===== config.mk =====
export PLATFORM = sky130hd
export DESIGN_NAME = wb_stage
export DESIGN_NICKNAME = d
export VERILOG_FILES = /design/src/rtl/wb_stage.sv
export SDC_FILE = /design/constraint.sdc
export NUM_CORES = 1
export LEC_CHECK = 0
export CELL_PAD_IN_SITES_DETAIL_PLACEMENT = 0
export CELL_PAD_IN_SITES_GLOBAL_PLACEMENT = 1
export CORE_AREA = 2 2 111 113
export CTS_CLUSTER_DIAMETER = 200
export DETAILED_ROUTE_END_ITERATION = 8
export DIE_AREA = 0 0 113 115
export HOLD_SLACK_MARGIN = 0.08
export PLACE_DENSITY = 0.82
export SKIP_CTS_REPAIR_TIMING = 1
export SYNTH_ARGS = -nofsm -noshare
export SYNTH_HDL_FRONTEND = slang
export SYNTH_SLANG_ARGS = --single-unit

===== constraint.sdc =====
create_clock -name clk -period 1.9 [get_ports clk]
set_input_delay 0.38 -clock clk [delete_from_list [all_inputs] [get_ports clk]]
set_output_delay 0.38 -clock clk [all_outputs]
set_load 0.02 [all_outputs]

===== src/rtl/wb_stage.sv =====
// wb_stage: RISC-V writeback stage; completes ALU results and loads into a registered regfile write port.
// Ports: clk/rst (async active-high reset); in_* upstream instruction with valid/ready handshake;
//        dmem_rvalid/dmem_rdata load response; flush kills in-flight load and incoming instruction;
//        wen/wadd/wdata registered regfile write; busy = occupied or discarding; timeout_err pulse on abandoned load.
module wb_stage #(
    parameter int TIMEOUT = 16
) (
    input  logic        clk,
    input  logic        rst,
    input  logic        in_valid,
    output logic        in_ready,
    input  logic [4:0]  in_rd,
    input  logic        in_rd_wen,
    input  logic        in_is_load,
    input  logic [2:0]  in_funct3,
    input  logic [31:0] in_result,
    input  logic        dmem_rvalid,
    input  logic [31:0] dmem_rdata,
    input  logic        flush,
    output logic        wen,
    output logic [4:0]  wadd,
    output logic [31:0] wdata,
    output logic        busy,
    output logic        timeout_err
);
    typedef enum logic [1:0] {EMPTY, WAIT, FULL} state_t;
    state_t      state, nxt;
    logic        discard, n_discard, n_wen, n_to, acc, rd_wen, n_rd_wen;
    logic [7:0]  cnt, n_cnt, byte_v;
    logic [4:0]  rd, n_rd, n_wadd;
    logic [2:0]  f3, n_f3;
    logic [1:0]  addr, n_addr;
    logic [15:0] half_v;
    logic [31:0] n_wdata, ld_data;
    assign in_ready = ~discard & (state != WAIT);
    assign busy     = (state != EMPTY) | discard;
    always_comb begin
        acc     = in_valid & in_ready & ~flush;
        byte_v  = dmem_rdata[{addr, 3'b000} +: 8];
        half_v  = addr[1] ? dmem_rdata[31:16] : dmem_rdata[15:0];
        // reserved funct3 encodings fall through to a full-word load
        ld_data = f3 == 3'b000 ? {{24{byte_v[7]}}, byte_v} :
                  f3 == 3'b001 ? {{16{half_v[15]}}, half_v} :
                  f3 == 3'b100 ? {24'h0, byte_v} :
                  f3 == 3'b101 ? {16'h0, half_v} : dmem_rdata;
        nxt       = state;
        n_discard = discard;
        n_cnt     = cnt;
        n_rd      = rd;
        n_rd_wen  = rd_wen;
        n_f3      = f3;
        n_addr    = addr;
        n_wen     = 1'b0;
        n_wadd    = wadd;
        n_wdata   = wdata;
        n_to      = 1'b0;
        if (state == WAIT) begin
            if (flush) begin
                // a response arriving with the flush is consumed here, so nothing is left to discard
                nxt       = EMPTY;
                n_discard = ~dmem_rvalid;
            end else if (dmem_rvalid) begin
                nxt     = FULL;
                n_wen   = rd_wen & (rd != 5'd0);
                n_wadd  = rd;
                n_wdata = ld_data;
            end else if (cnt == 8'(TIMEOUT - 1)) begin
                nxt       = EMPTY;
                n_to      = 1'b1;
                n_discard = 1'b1;
            end else begin
                n_cnt = cnt + 8'd1;
            end
        end else begin
            nxt = EMPTY;
            if (discard & dmem_rvalid)
                n_discard = 1'b0;
            if (acc & in_is_load) begin
                nxt      = WAIT;
                n_rd     = in_rd;
                n_rd_wen = in_rd_wen;
                n_f3     = in_funct3;
                n_addr   = in_result[1:0];
                n_cnt    = 8'd0;
            end else if (acc) begin
                nxt     = FULL;
                n_wen   = in_rd_wen & (in_rd != 5'd0);
                n_wadd  = in_rd;
                n_wdata = in_result;
            end
        end
    end
    always_ff @(posedge clk or posedge rst) begin
        if (rst) begin
            state       <= EMPTY;
            discard     <= 1'b0;
            cnt         <= 8'd0;
            rd          <= 5'd0;
            rd_wen      <= 1'b0;
            f3          <= 3'd0;
            addr        <= 2'd0;
            wen         <= 1'b0;
            wadd        <= 5'd0;
            wdata       <= 32'd0;
            timeout_err <= 1'b0;
        end else begin
            state       <= nxt;
            discard     <= n_discard;
            cnt         <= n_cnt;
            rd          <= n_rd;
            rd_wen      <= n_rd_wen;
            f3          <= n_f3;
            addr        <= n_addr;
            wen         <= n_wen;
            wadd        <= n_wadd;
            wdata       <= n_wdata;
            timeout_err <= n_to;
        end
    end
endmodule


==> results of run 1 <==
-- cell usage in the layout, fill, tap and decap left out, types with 2 or more instances in the layout --
cell type / netlist / final
sky130_fd_sc_hd__nor2b_1: 5 / 3
sky130_fd_sc_hd__or4_1: 5 / 4
sky130_fd_sc_hd__a22o_1: 7 / 7
sky130_fd_sc_hd__a221oi_4: 0 / 4
sky130_fd_sc_hd__nand2_1: 55 / 55
sky130_fd_sc_hd__o21ai_1: 23 / 23
sky130_fd_sc_hd__buf_12: 0 / 5
sky130_fd_sc_hd__nor2_1: 13 / 13
sky130_fd_sc_hd__a221oi_2: 16 / 19
sky130_fd_sc_hd__a211oi_1: 8 / 8
sky130_fd_sc_hd__clkdlybuf4s50_1: 0 / 111
sky130_fd_sc_hd__o31ai_2: 0 / 5
sky130_fd_sc_hd__a21oi_1: 6 / 5
sky130_fd_sc_hd__nor3b_1: 3 / 3
sky130_fd_sc_hd__o21a_1: 2 / 2
sky130_fd_sc_hd__o22a_1: 7 / 7
sky130_fd_sc_hd__nand3_1: 4 / 4
sky130_fd_sc_hd__dlymetal6s2s_1: 0 / 7
sky130_fd_sc_hd__o2111ai_1: 7 / 7
sky130_fd_sc_hd__o31ai_1: 13 / 7
sky130_fd_sc_hd__nor4_1: 17 / 17
sky130_fd_sc_hd__inv_2: 1 / 2
sky130_fd_sc_hd__nand4_1: 2 / 2
sky130_fd_sc_hd__dfrtp_1: 61 / 61
sky130_fd_sc_hd__nand3b_1: 7 / 7
sky130_fd_sc_hd__or3_1: 3 / 3
sky130_fd_sc_hd__a2bb2oi_1: 7 / 7
sky130_fd_sc_hd__buf_4: 0 / 44
sky130_fd_sc_hd__clkinvlp_4: 0 / 2
sky130_fd_sc_hd__nor2b_2: 0 / 2
sky130_fd_sc_hd__o211ai_1: 7 / 7
sky130_fd_sc_hd__inv_1: 27 / 26
sky130_fd_sc_hd__clkbuf_16: 0 / 12
sky130_fd_sc_hd__nand2b_1: 9 / 9
sky130_fd_sc_hd__clkbuf_8: 0 / 2
sky130_fd_sc_hd__mux2i_1: 7 / 7
-- worst max-delay path: cells and delay by family, from the launching register on --
| kind | cells | cell delay [ps] |
|---|---|---|
| compound gates | 1 | 260 |
| buf+inv | 1 | 170 |
| flops | 1 | 380 |
| mux | 1 | 270 |
| simple gates | 2 | 730 |
-- metrics by stage --
step,TNS [ps],utilization (%),setup WS [ps],instances
after floorplan,-724,-,-67.2,384
after global placement,-17080,44.0,-481,662
after detailed placement,-18700,44.0,-525,662
after CTS,-4750,46.6,-311,678
after global routing,-690,49.4,-76.5,684
final,-29.2,49.4,-18.2,684
-- per-layer routing --
metal / share of wire, % / routed length, um / global-route usage [%] / vias to the layer above
met5: 0 / 0 / 0 / -
met4: 3.1 / 403 / 7.24 / 0
met3: 5.6 / 734 / 4.06 / 34
met2: 50 / 6530 / 32.4 / 157
met1: 41 / 5400 / 24.3 / 1816
li1: - / - / - / 1732
-- kinds of logic (layout without fill, tap and decap cells) --
| group | Yosys count | count (layout) | share of synthesized area [%] |
|---|---|---|---|
| muxes | 9 | 9 | 2.90 |
| xor gates and xnor gates | 1 | 1 | 0.245 |
| AOI/OAI and AO/OA | 118 | 118 | 27.4 |
| buffers and inverters | 62 | 215 | 7.31 |
| adders and majority gates | 1 | 1 | 0.350 |
| and+or+nand+nor | 132 | 132 | 19.1 |
| DFF | 61 | 61 | 42.7 |
-- flip-flops by register name, indices dropped and copies added (netlist names) --
name	cells
rd_wen	1
discard	1
wen	1
wadd	5
state	2
addr	2
cnt	8
timeout_err	1
wdata	32
f3	3
rd	5
-- cells in the mapped netlist, types with 2 or more instances --
cell type / count
sky130_fd_sc_hd__buf_2: 5
sky130_fd_sc_hd__or3_1: 3
sky130_fd_sc_hd__a21o_1: 2
sky130_fd_sc_hd__or4_1: 5
sky130_fd_sc_hd__nor4_1: 17
sky130_fd_sc_hd__nand4_1: 2
sky130_fd_sc_hd__nand3b_1: 7
sky130_fd_sc_hd__o211ai_1: 7
sky130_fd_sc_hd__o21ai_1: 23
sky130_fd_sc_hd__o2111ai_1: 7
sky130_fd_sc_hd__a22o_1: 7
sky130_fd_sc_hd__a21oi_1: 6
sky130_fd_sc_hd__nor2b_1: 5
sky130_fd_sc_hd__a211oi_1: 8
sky130_fd_sc_hd__nand3_1: 4
sky130_fd_sc_hd__or3b_1: 2
sky130_fd_sc_hd__buf_6: 3
sky130_fd_sc_hd__a2bb2oi_1: 7
sky130_fd_sc_hd__nand2_1: 55
sky130_fd_sc_hd__o22a_1: 7
sky130_fd_sc_hd__a221oi_1: 7
sky130_fd_sc_hd__a221oi_2: 16
sky130_fd_sc_hd__nor3b_1: 3
sky130_fd_sc_hd__inv_1: 27
sky130_fd_sc_hd__dfrtp_1: 61
sky130_fd_sc_hd__nor2_1: 13
sky130_fd_sc_hd__o31ai_1: 13
sky130_fd_sc_hd__clkbuf_1: 26
sky130_fd_sc_hd__nand2b_1: 9
sky130_fd_sc_hd__mux2i_1: 7
sky130_fd_sc_hd__o21a_1: 2
-- final cells by class --
type                       count  area (um^2)
fill                        1101         5980
multi-input combinational    261         2000
timing repair buffer         171         1710
sequential                    61         1530
clock buffer                  11          253
tap                          147          184
inverter                      28          105
clock inverter                 5         58.8
-- worst min-delay path by stage --
stage / from / end / depth (start not counted)
finish: rst / wdata[28]$_DFFE_PP0P_ / 3
global route: dmem_rdata[23] / wdata[23]$_DFFE_PP0P_ / 3
CTS: rst / wdata[16]$_DFFE_PP0P_ / 3
detailed placement: rd_wen$_DFFE_PP0P_ / rd_wen$_DFFE_PP0P_ / 2
global placement: rd_wen$_DFFE_PP0P_ / rd_wen$_DFFE_PP0P_ / 2
floorplan: rd_wen$_DFFE_PP0P_ / rd_wen$_DFFE_PP0P_ / 2
-- report_power, final --
group	internal (W)	switching, W	total [W]
logic	0.00103	0.00104	0.00207
registers	0.00156	0.000177	0.00174
clock network	0.00109	0.000629	0.00172
total	0.00367	0.00185	0.00552
==> Flow_metrics.wiki, run 1 <==
{| class="wikitable"
! Metric !! Value
|-
| Run status || finished with violations
|-
| Violated checks || DRC, setup timing
|-
| Clock skew after layout || 5.85 ps
|-
| P_leak || 2.44 nW
|-
| Count of standard-cell rows || 40
|-
| Worst vdd ir || 0.450 mV
|-
| Number of antenna violations at the first check in global routing || 0
|-
| Setup CP Type || reg -> reg
|-
| Final antenna diode count || 0
|-
| Vertical die dimension || 115 um
|-
| Highest net fanout along the worst path || 7
|-
| Fmax || 0.521 GHz
|-
| Via total after detailed routing || 3,739
|-
| DR vias/cell || 5.47
|-
| Proportion of register bits with asynchronous set or reset after synthesis || 100%
|-
| Power after layout || 0.00552 W
|-
| Slowest stage cell, crit path || sky130_fd_sc_hd__or3b_4
|-
| Worst-Skew Late Latency || 330 ps
|-
| Largest incremental delay on the critical path || 390 ps
|-
| Global-route usage over all layers || 19.2%
|-
| P per Cell Area || 946 mW/mm^2
|-
| Average size of a mapped cell || 9.31 um^2
|-
| Crit end category || flip-flop
|-
| Unrepaired setup endpoints after global routing || true
|-
| Depth of the CTS H-tree || 3
|-
| Worst hold path class || in -> async
|-
| First drt pass iteration count || 6
|-
| Core Area || 0.0118 mm^2
|-
| Global placement routability congestion || 0.932
|-
| Detailed Route WL || 13,100 um
|-
| Routed wirelength normalized by instance count || 19.1 um
|-
| Share of cells above drive strength 1 || 21.2%
|-
| Clock slew at the register clock pins of the worst setup and hold paths || 60 ps
|-
| Most area-consuming cells after synthesis || sky130_fd_sc_hd__dfrtp_1 (43%), sky130_fd_sc_hd__a221oi_2 (6.7%), sky130_fd_sc_hd__nand2_1 (5.8%)
|-
| Number of remaining DRC errors || 11
|-
| Destination of the worst register-to-register timing path || wdata[26]$_DFFE_PP0P_
|-
| Min Hold Slack || 425 ps
|-
| Seq cells post-synth || 61
|-
| Clock buffers created by TritonCTS || 9
|-
| Number of hold violations in the final report || 0
|-
| Tightest Pin Transition || 652 ps
|-
| FF-to-FF setup slack || -20 ps
|-
| Number of enable-type register cells in the synthesized netlist || 0
|-
| Yosys warning total || 0
|-
| CP cell instances || or3b_4, mux2_4, or2_4, buf_12, a221oi_2
|-
| Max-slew headroom || 56.3%
|-
| Tmin final || 1920 ps
|-
| Max-slew violation count || 0
|-
| Final antenna-violating net count || 0
|-
| HPWL Detailed || 9240 um
|-
| Final instance area || 0.00583 mm^2
|-
| Port Buf Inserts || 119
|-
| Via count of the first global-routing pass || 3,770
|-
| PnR worst setup slack || -18.2 ps
|-
| Reg2reg path depth || 5
|-
| IO Pins || 120
|-
| Layout Area Growth over Synthesis || 63.2%
|-
| Launching element of the worst setup path || discard$_DFFE_PP0P_
|-
| CTS sink cnt || 61
|-
| Count of routing violations after the opening detailed-route iteration || 184
|-
| Global-route wire length before repair || 19,600 um
|-
| Root cell of the clock tree || sky130_fd_sc_hd__clkbuf_16
|-
| Effective utilization at floorplan || 30.3%
|-
| Die area || 0.0130 mm^2
|-
| Arrival @ worst endpoint || 2150 ps
|-
| Total nets after synthesis || 464
|-
| Crit path to || wdata[26]$_DFFE_PP0P_
|-
| Critical R2R Launch || discard$_DFFE_PP0P_
|-
| MaxCap Viol Count || 0
|-
| Post-synthesis sequential area ratio || 42.7%
|-
| Final nets || 612
|-
| Aggregate global routing overflow || 0
|-
| Largest net degree at the start of global routing || 62
|-
| Final critical-path share of the clock period || 101%
|-
| # setup viols final || 4
|-
| CTS tree || yes
|-
| DIE WIDTH || 113 um
|-
| Required time at the endpoint of the critical path || 2130 ps
|-
| Cell variety after synth || 49
|-
| Startpoint type of the worst setup path || flip-flop
|-
| Prevailing post-synth register cell || sky130_fd_sc_hd__dfrtp_1
|-
| Library cell with the largest summed area after synthesis || sky130_fd_sc_hd__dfrtp_1
|-
| Synth top area share || 42.7%
|-
| Instance count of the mapped netlist || 384
|-
| Clk buf depth || 2
|-
| Placed inst area || 0.00519 mm^2
|-
| Cell Area, Synth || 0.00358 mm^2
|}
Power figures use the tool's default switching activity.
==> inputs of run 2 (changes only) <==
- CORE_AREA: 2 2 111 113 -> 2 2 109 111
- CTS_BUF_LIST: unset -> sky130_fd_sc_hd__clkbuf_4
- DIE_AREA: 0 0 113 115 -> 0 0 111 113
- PLACE_DENSITY: 0.82 -> 0.84
- RECOVER_POWER: unset -> 50
- REMOVE_ABC_BUFFERS: unset -> 1
==> run 2 against run 1 <==
Compared with the run above: clock skew is 3.5 ps higher; sequential power hardly changed; critical endpoint is now wdata[19]$_DFFE_PP0P_; the flow finishes with violations (setup timing); utilization is 0.74 points higher; highest routed layer unchanged; final cell count is 1.8% lower; register-to-register slack worse by 20 ps.
==> Flow_metrics.wiki, run 2 (synthesized netlist as in run 1, its figures left out) <==
{| class="wikitable"
! Metric !! Value
|-
| FF-to-FF setup slack || -40 ps (-20 ps)
|-
| Max-slew headroom || 5.54% (-51 points)
|-
| Crit end category || flip-flop
|-
| PnR worst setup slack || -39.7 ps (-21.5 ps)
|-
| Detailed Route WL || 12,800 um (-1.9%)
|-
| Area of combinational cells with multiple inputs || 0.00207 mm^2 (+3.6%)
|-
| CTS sink cnt || 61 (unchanged)
|-
| Share of cells above drive strength 1 || 21.7% (+0.51 points)
|-
| Aggregate global routing overflow || 0 (unchanged)
|-
| Final critical-path share of the clock period || 102% (+1.1 points)
|-
| Vertical die dimension || 113 um (-1.7%)
|-
| Largest net degree at the start of global routing || 62 (unchanged)
|-
| Via count of the first global-routing pass || 3,760 (-0.27%)
|-
| Worst-Skew Late Latency || 420 ps (+90 ps)
|-
| Port Buf Inserts || 119 (unchanged)
|-
| Clock buffers created by TritonCTS || 9 (unchanged)
|-
| Number of hold violations in the final report || 0 (unchanged)
|-
| Highest net fanout along the worst path || 8 (+1)
|-
| Leading cell type in the layout, fill and taps excluded || sky130_fd_sc_hd__clkdlybuf4s50_1
|-
| P_leak || 2.32 nW (-5.0%)
|-
| Most frequent cells in the layout || sky130_fd_sc_hd__clkdlybuf4s50_1 (114), sky130_fd_sc_hd__dfrtp_1 (61), sky130_fd_sc_hd__nand2_1 (55)
|-
| Unrepaired setup endpoints after global routing || true
|-
| First drt pass iteration count || 4 (-2)
|-
| Global-route wire length before repair || 19,400 um (-0.99%)
|-
| Final nets || 604 (-1.3%)
|-
| Tightest Pin Transition || 1420 ps (+765 ps)
|-
| P per Cell Area || 873 mW/mm^2 (-7.7%)
|-
| Flip-flop count of the largest register after layout || 32 (unchanged)
|-
| Largest incremental delay on the critical path || 450 ps (+60 ps)
|-
| Number of remaining DRC errors || 0 (-11)
|-
| Top delay family on crit path || simple AND/OR/NAND/NOR gates
|-
| Layout Area Growth over Synthesis || 58.0%
|-
| Min Hold Slack || 338 ps (-86.7 ps)
|-
| Worst vdd ir || 0.361 mV (-20%)
|-
| Largest registers in the final layout || wdata: 32 flops, cnt: 8 flops
|-
| Number of fill cells in the layout || 1,043 (-5.3%)
|-
| Top reg by flops || wdata
|-
| Arrival @ worst endpoint || 2270 ps (+120 ps)
|-
| Setup WS pre-CTS || -495 ps (+30.4 ps)
|-
| Depth of the CTS H-tree || 3 (unchanged)
|-
| Setup CP Type || reg -> reg
|-
| Placed inst area || 0.00511 mm^2 (-1.5%)
|-
| MaxCap Viol Count || 0 (unchanged)
|-
| HPWL Detailed || 8830 um (-4.4%)
|-
| Global placement routability congestion || 0.871 (-6.6%)
|-
| Required time at the endpoint of the critical path || 2230 ps (+100 ps)
|-
| Clock slew at the register clock pins of the worst setup and hold paths || 110 ps (+50 ps)
|-
| Number of antenna violations at the first check in global routing || 0 (unchanged)
|-
| Run status || finished with violations
|-
| Violated checks || setup timing
|-
| # setup viols final || 18 (+14)
|-
| CP cell instances || or3b_4, mux2_4, or2_4, buf_12, a221oi_4
|-
| Clock skew after layout || 9.31 ps (+3.46 ps)
|-
| Clk buf depth || 2 (unchanged)
|-
| Startpoint type of the worst setup path || flip-flop
|-
| Core utilization of the finished layout || 50.1% (+0.74 points)
|-
| WP buf/inv || 1 (unchanged)
|-
| Routed wirelength normalized by instance count || 19.1 um (-0.16%)
|-
| Global-route usage over all layers || 19.5% (+0.26 points)
|-
| Count of standard-cell rows || 39 (-2.5%)
|-
| Final instance area || 0.00565 mm^2 (-3.1%)
|-
| Final antenna-violating net count || 0 (unchanged)
|-
| DR vias/cell || 5.53 (+1.1%)
|-
| FF/Latch Area || 0.00153 mm^2 (unchanged)
|-
| Root cell of the clock tree || sky130_fd_sc_hd__clkbuf_4
|-
| IO Pins || 120 (unchanged)
|-
| Effective utilization at floorplan || 31.7% (+1.4 points)
|-
| Worst hold path class || in -> reg
|-
| Fmax || 0.516 GHz (-1.1%)
|-
| Max-slew violation count || 0 (unchanged)
|-
| Slowest stage cell, crit path || sky130_fd_sc_hd__dfrtp_1
|-
| Count of routing violations after the opening detailed-route iteration || 260 (+41%)
|-
| Final antenna diode count || 0 (unchanged)
|-
| Via total after detailed routing || 3,713 (-0.70%)
|-
| Core Area || 0.0113 mm^2 (-4.6%)
|-
| Die area || 0.0125 mm^2 (-3.5%)
|-
| Tmin final || 1940 ps (+21.5 ps)
|-
| DIE WIDTH || 111 um (-1.8%)
|-
| CTS tree || yes
|}
run 2: through the flow:
step	TNS [ps]	cells	total power, W
floorplan	-23620	350	0.00268
global placement	-17210	651	0.00360
detailed placement	-18880	651	0.00364
CTS	-3040	667	0.00474
global route	-1820	672	0.00518
finish	-257	672	0.00493
run 2: worst paths after layout:
kind | start | to | cells after the start
min in group asynchronous | rst | rd[3]$_DFFE_PP0P_ | 3
worst max-delay path | discard$_DFFE_PP0P_ | wdata[19]$_DFFE_PP0P_ | 5
max in group asynchronous | rst | wdata[2]$_DFFE_PP0P_ | 3
worst min register to register | rd_wen$_DFFE_PP0P_ | rd_wen$_DFFE_PP0P_ | 2
worst max register to register | discard$_DFFE_PP0P_ | wdata[19]$_DFFE_PP0P_ | 5
worst min-delay path | dmem_rvalid | discard$_DFFE_PP0P_ | 3
run 2: layout make-up:
class                           instances  share of cell area, %
Inverter                               28                   2.08
Clock inverter                          4                   1.28
Clock buffer                           12                   1.59
Tap cell                              143                   3.17
Sequential cell                        61                   27.0
Timing Repair Buffer                  163                   28.2
Multi-Input combinational cell        261                   36.6
run 2: where the power goes:
part	switching, W	total, W	internal [W]
clock network	0.000518	0.00109	0.000577
logic	0.00106	0.00210	0.00105
registers	0.000184	0.00174	0.00155
total	0.00176	0.00493	0.00318
run 2: metal layers:
layer	part of all wire (%)	vias to the layer above	GRT usage [%]
li1	-	1714	-
met1	43	1800	25.7
met2	48	162	31.9
met3	6.3	37	3.21
met5	0	-	0
met4	3.3	0	8.33
run 2: worst min-delay path: cells and delay by family:
kind                   cells  cell delay (ps)
buffers and inverters      2              270
AOI/OAI and AO/OA          1               60
==> inputs of run 3 (changes only) <==
- SKIP_CTS_REPAIR_TIMING: 1 -> unset
==> run 3 against run 2 <==
Compared with the run above: the run still ends with setup timing left; die area unchanged; critical path depth unchanged; worst hold slack better by 9.9 ps; largest power group unchanged.
==> Flow_metrics.wiki, run 3 (synthesized netlist as in run 1, its figures left out) <==
{| class="wikitable"
! Metric !! Value
|-
| CTS tree || yes
|-
| Number of hold violations in the final report || 0 (unchanged)
|-
| Worst hold path class || in -> reg
|-
| Worst-Skew Late Latency || 420 ps (about the same)
|-
| Root cell of the clock tree || sky130_fd_sc_hd__clkbuf_4
|-
| Highest net fanout along the worst path || 4 (-4)
|-
| Crit end category || flip-flop
|-
| Global-route usage over all layers || 20.5% (+1.0 points)
|-
| Port Buf Inserts || 119 (unchanged)
|-
| Count of routing violations after the opening detailed-route iteration || 204 (-22%)
|-
| Aggregate global routing overflow || 0 (unchanged)
|-
| Worst vdd ir || 0.359 mV (-0.57%)
|-
| Die area || 0.0125 mm^2 (unchanged)
|-
| Number of remaining DRC errors || 0 (unchanged)
|-
| Routed wirelength normalized by instance count || 19.1 um (+0.36%)
|-
| Tmin final || 1930 ps (-12.5 ps)
|-
| Count of standard-cell rows || 39 (unchanged)
|-
| Final nets || 605 (+0.17%)
|-
| Relative contribution of combinational cells to total power || 42.3% (-0.3 points)
|-
| Detailed Route WL || 12,900 um (+0.51%)
|-
| Unrepaired setup endpoints after global routing || true
|-
| Final antenna-violating net count || 0 (unchanged)
|-
| Max-slew violation count || 0 (unchanged)
|-
| Worst min-delay path startpoint || in_is_load
|-
| Flip-flop count of the largest register after layout || 32 (unchanged)
|-
| PnR worst setup slack || -27.2 ps (+12.5 ps)
|-
| Clock buffers created by TritonCTS || 9 (unchanged)
|-
| Required time at the endpoint of the critical path || 2250 ps (+20 ps)
|-
| Startpoint type of the worst setup path || flip-flop
|-
| Number of fill cells in the layout || 1,039 (-0.38%)
|-
| P_leak || 2.30 nW (-0.99%)
|-
| CTS sink cnt || 61 (unchanged)
|-
| Largest registers in the final layout || wdata: 32 flops, cnt: 8 flops
|-
| Arrival @ worst endpoint || 2280 ps (about the same)
|-
| Leading cell type in the layout, fill and taps excluded || sky130_fd_sc_hd__clkdlybuf4s50_1
|-
| Internal Pwr Total || 0.00317 W (-0.20%)
|-
| IO Pins || 120 (unchanged)
|-
| Via total after detailed routing || 3,701 (-0.32%)
|-
| Setup WS pre-CTS || -495 ps (unchanged)
|-
| Setup CP Type || reg -> reg
|-
| Run status || finished with violations
|-
| DIE WIDTH || 111 um (unchanged)
|-
| Vertical die dimension || 113 um (unchanged)
|-
| HPWL Detailed || 8830 um (unchanged)
|-
| Fmax || 0.519 GHz (+0.65%)
|-
| Critical R2R Launch || state[1]$_DFFE_PP0P_
|-
| Number of antenna violations at the first check in global routing || 0 (unchanged)
|-
| Layout Area Growth over Synthesis || 57.6%
|-
| First drt pass iteration count || 4 (unchanged)
|-
| Final critical-path share of the clock period || 101% (-0.66 points)
|-
| Power after layout || 0.00492 W (-0.35%)
|-
| Depth of the CTS H-tree || 3 (unchanged)
|-
| Effective utilization at floorplan || 31.7% (unchanged)
|-
| Core Area || 0.0113 mm^2 (unchanged)
|-
| Clk buf depth || 2 (unchanged)
|-
| Top reg by flops || wdata
|-
| Switching power of the nets || 0.00175 W (-0.63%)
|-
| Violated checks || setup timing
|-
| # setup viols final || 12 (-6)
|-
| MaxCap Viol Count || 0 (unchanged)
|-
| Via count of the first global-routing pass || 3,895 (+3.6%)
|-
| Tightest Pin Transition || 854 ps (-562 ps)
|-
| Largest net degree at the start of global routing || 62 (unchanged)
|-
| Final antenna diode count || 0 (unchanged)
|-
| Global-route wire length before repair || 20,400 um (+5.2%)
|-
| Clock slew at the register clock pins of the worst setup and hold paths || 110 ps (about the same)
|-
| Global placement routability congestion || 0.871 (unchanged)
|-
| Launching element of the worst setup path || state[1]$_DFFE_PP0P_
|-
| Fraction of power consumed by sequential logic || 35.4% (+0.2 points)
|-
| Most frequent cells in the layout || sky130_fd_sc_hd__clkdlybuf4s50_1 (115), sky130_fd_sc_hd__dfrtp_1 (60), sky130_fd_sc_hd__nand2_1 (55)
|-
| Portion of total power attributed to the clock network || 22.3% (about the same)
|-
| Share of cells above drive strength 1 || 22.1% (+0.34 points)
|-
| Max-slew headroom || 43.0% (+37 points)
|-
| DR vias/cell || 5.50 (-0.47%)
|-
| Clock skew after layout || 12.7 ps (+3.41 ps)
|-
| P per Cell Area || 873 mW/mm^2 (about the same)
|-
| Share of total power consumed by net switching || 35.5% (-0.099 points)
|}
run 3: changes by cell type in the layout (fill, tap and decap cells not counted), sizes merged:
cell           previous run  this run
dlymetal6s2s              4         1
buf                      41        42
clkbuf                   16        17
clkdlybuf4s50           114       115
clkinv                    3         2
dlygate4sd3               0         1
inv                      26        27
run 3: timing repair:
item / 4_1_cts / 5_1_grt
endpoints found under the setup margin: 37 / 39
gates resized for setup: 54 / 17
buffers inserted: 2 / 2
gates cloned: 2 / 0
pin swaps: 34 / 4
hold buffers: 0 / 0
run 3: routing by layer:
metal,up-vias,share of wire [%],track usage (%)
li1,1716,-,-
met1,1794,43,26.6
met2,152,48,33.4
met3,39,6.0,4.18
met4,0,3.4,8.83
met5,-,0,0
run 3: layout make-up:
type	instances	area, um^2	area share (%)
well taps	143	179	3.17
inverters	28	118	2.09
flip-flops and latches	61	1530	27.1
multi-input cells	261	2040	36.3
clock buffers	12	90.1	1.60
clock inverters	4	72.6	1.29
repair buffers	164	1610	28.5
run 3: worst max-delay path, stage by stage, from the launching register on:
cell and delay, ps:
sky130_fd_sc_hd__dfrtp_1 440, sky130_fd_sc_hd__buf_6 140, sky130_fd_sc_hd__or4b_4 490, sky130_fd_sc_hd__a21o_1 210
sky130_fd_sc_hd__or4_4 430, sky130_fd_sc_hd__a21oi_2 150
run 3: worst paths after layout:
kind	depth (start not counted)	endpoint	slack, ps
max	5	cnt[6]$_DFFE_PP0P_	-30
min	3	wen$_DFF_PP0_	350
min reg2reg	2	rd_wen$_DFFE_PP0P_	480
min in group asynchronous	3	rd[3]$_DFFE_PP0P_	660
max reg2reg	5	cnt[6]$_DFFE_PP0P_	-30
max in group asynchronous	3	discard$_DFFE_PP0P_	620
run 3: stage by stage:
step / hold WS [ps] / TNS [ps] / cell area [um^2] / cells / util [%]
after global routing: 405 / -878 / 5640 / 673 / 50.0
after CTS: 332 / -574 / 5580 / 671 / 49.5
after detailed placement: 460 / -18880 / 5110 / 651 / 45.4
final: 348 / -136 / 5640 / 673 / 50.0
after global placement: 458 / -17210 / 5110 / 651 / 45.4
after floorplan: 442 / -23620 / 3420 / 350 / -
run 3: power by group through the flow:
stage                     registers, W  logic (W)  clock network, W
after floorplan                0.00202   0.000656                 0
after global placement         0.00175    0.00185                 0
after detailed placement       0.00175    0.00188                 0
after CTS                      0.00174    0.00204           0.00111
after global routing           0.00178    0.00223           0.00117
final                          0.00174    0.00208           0.00110
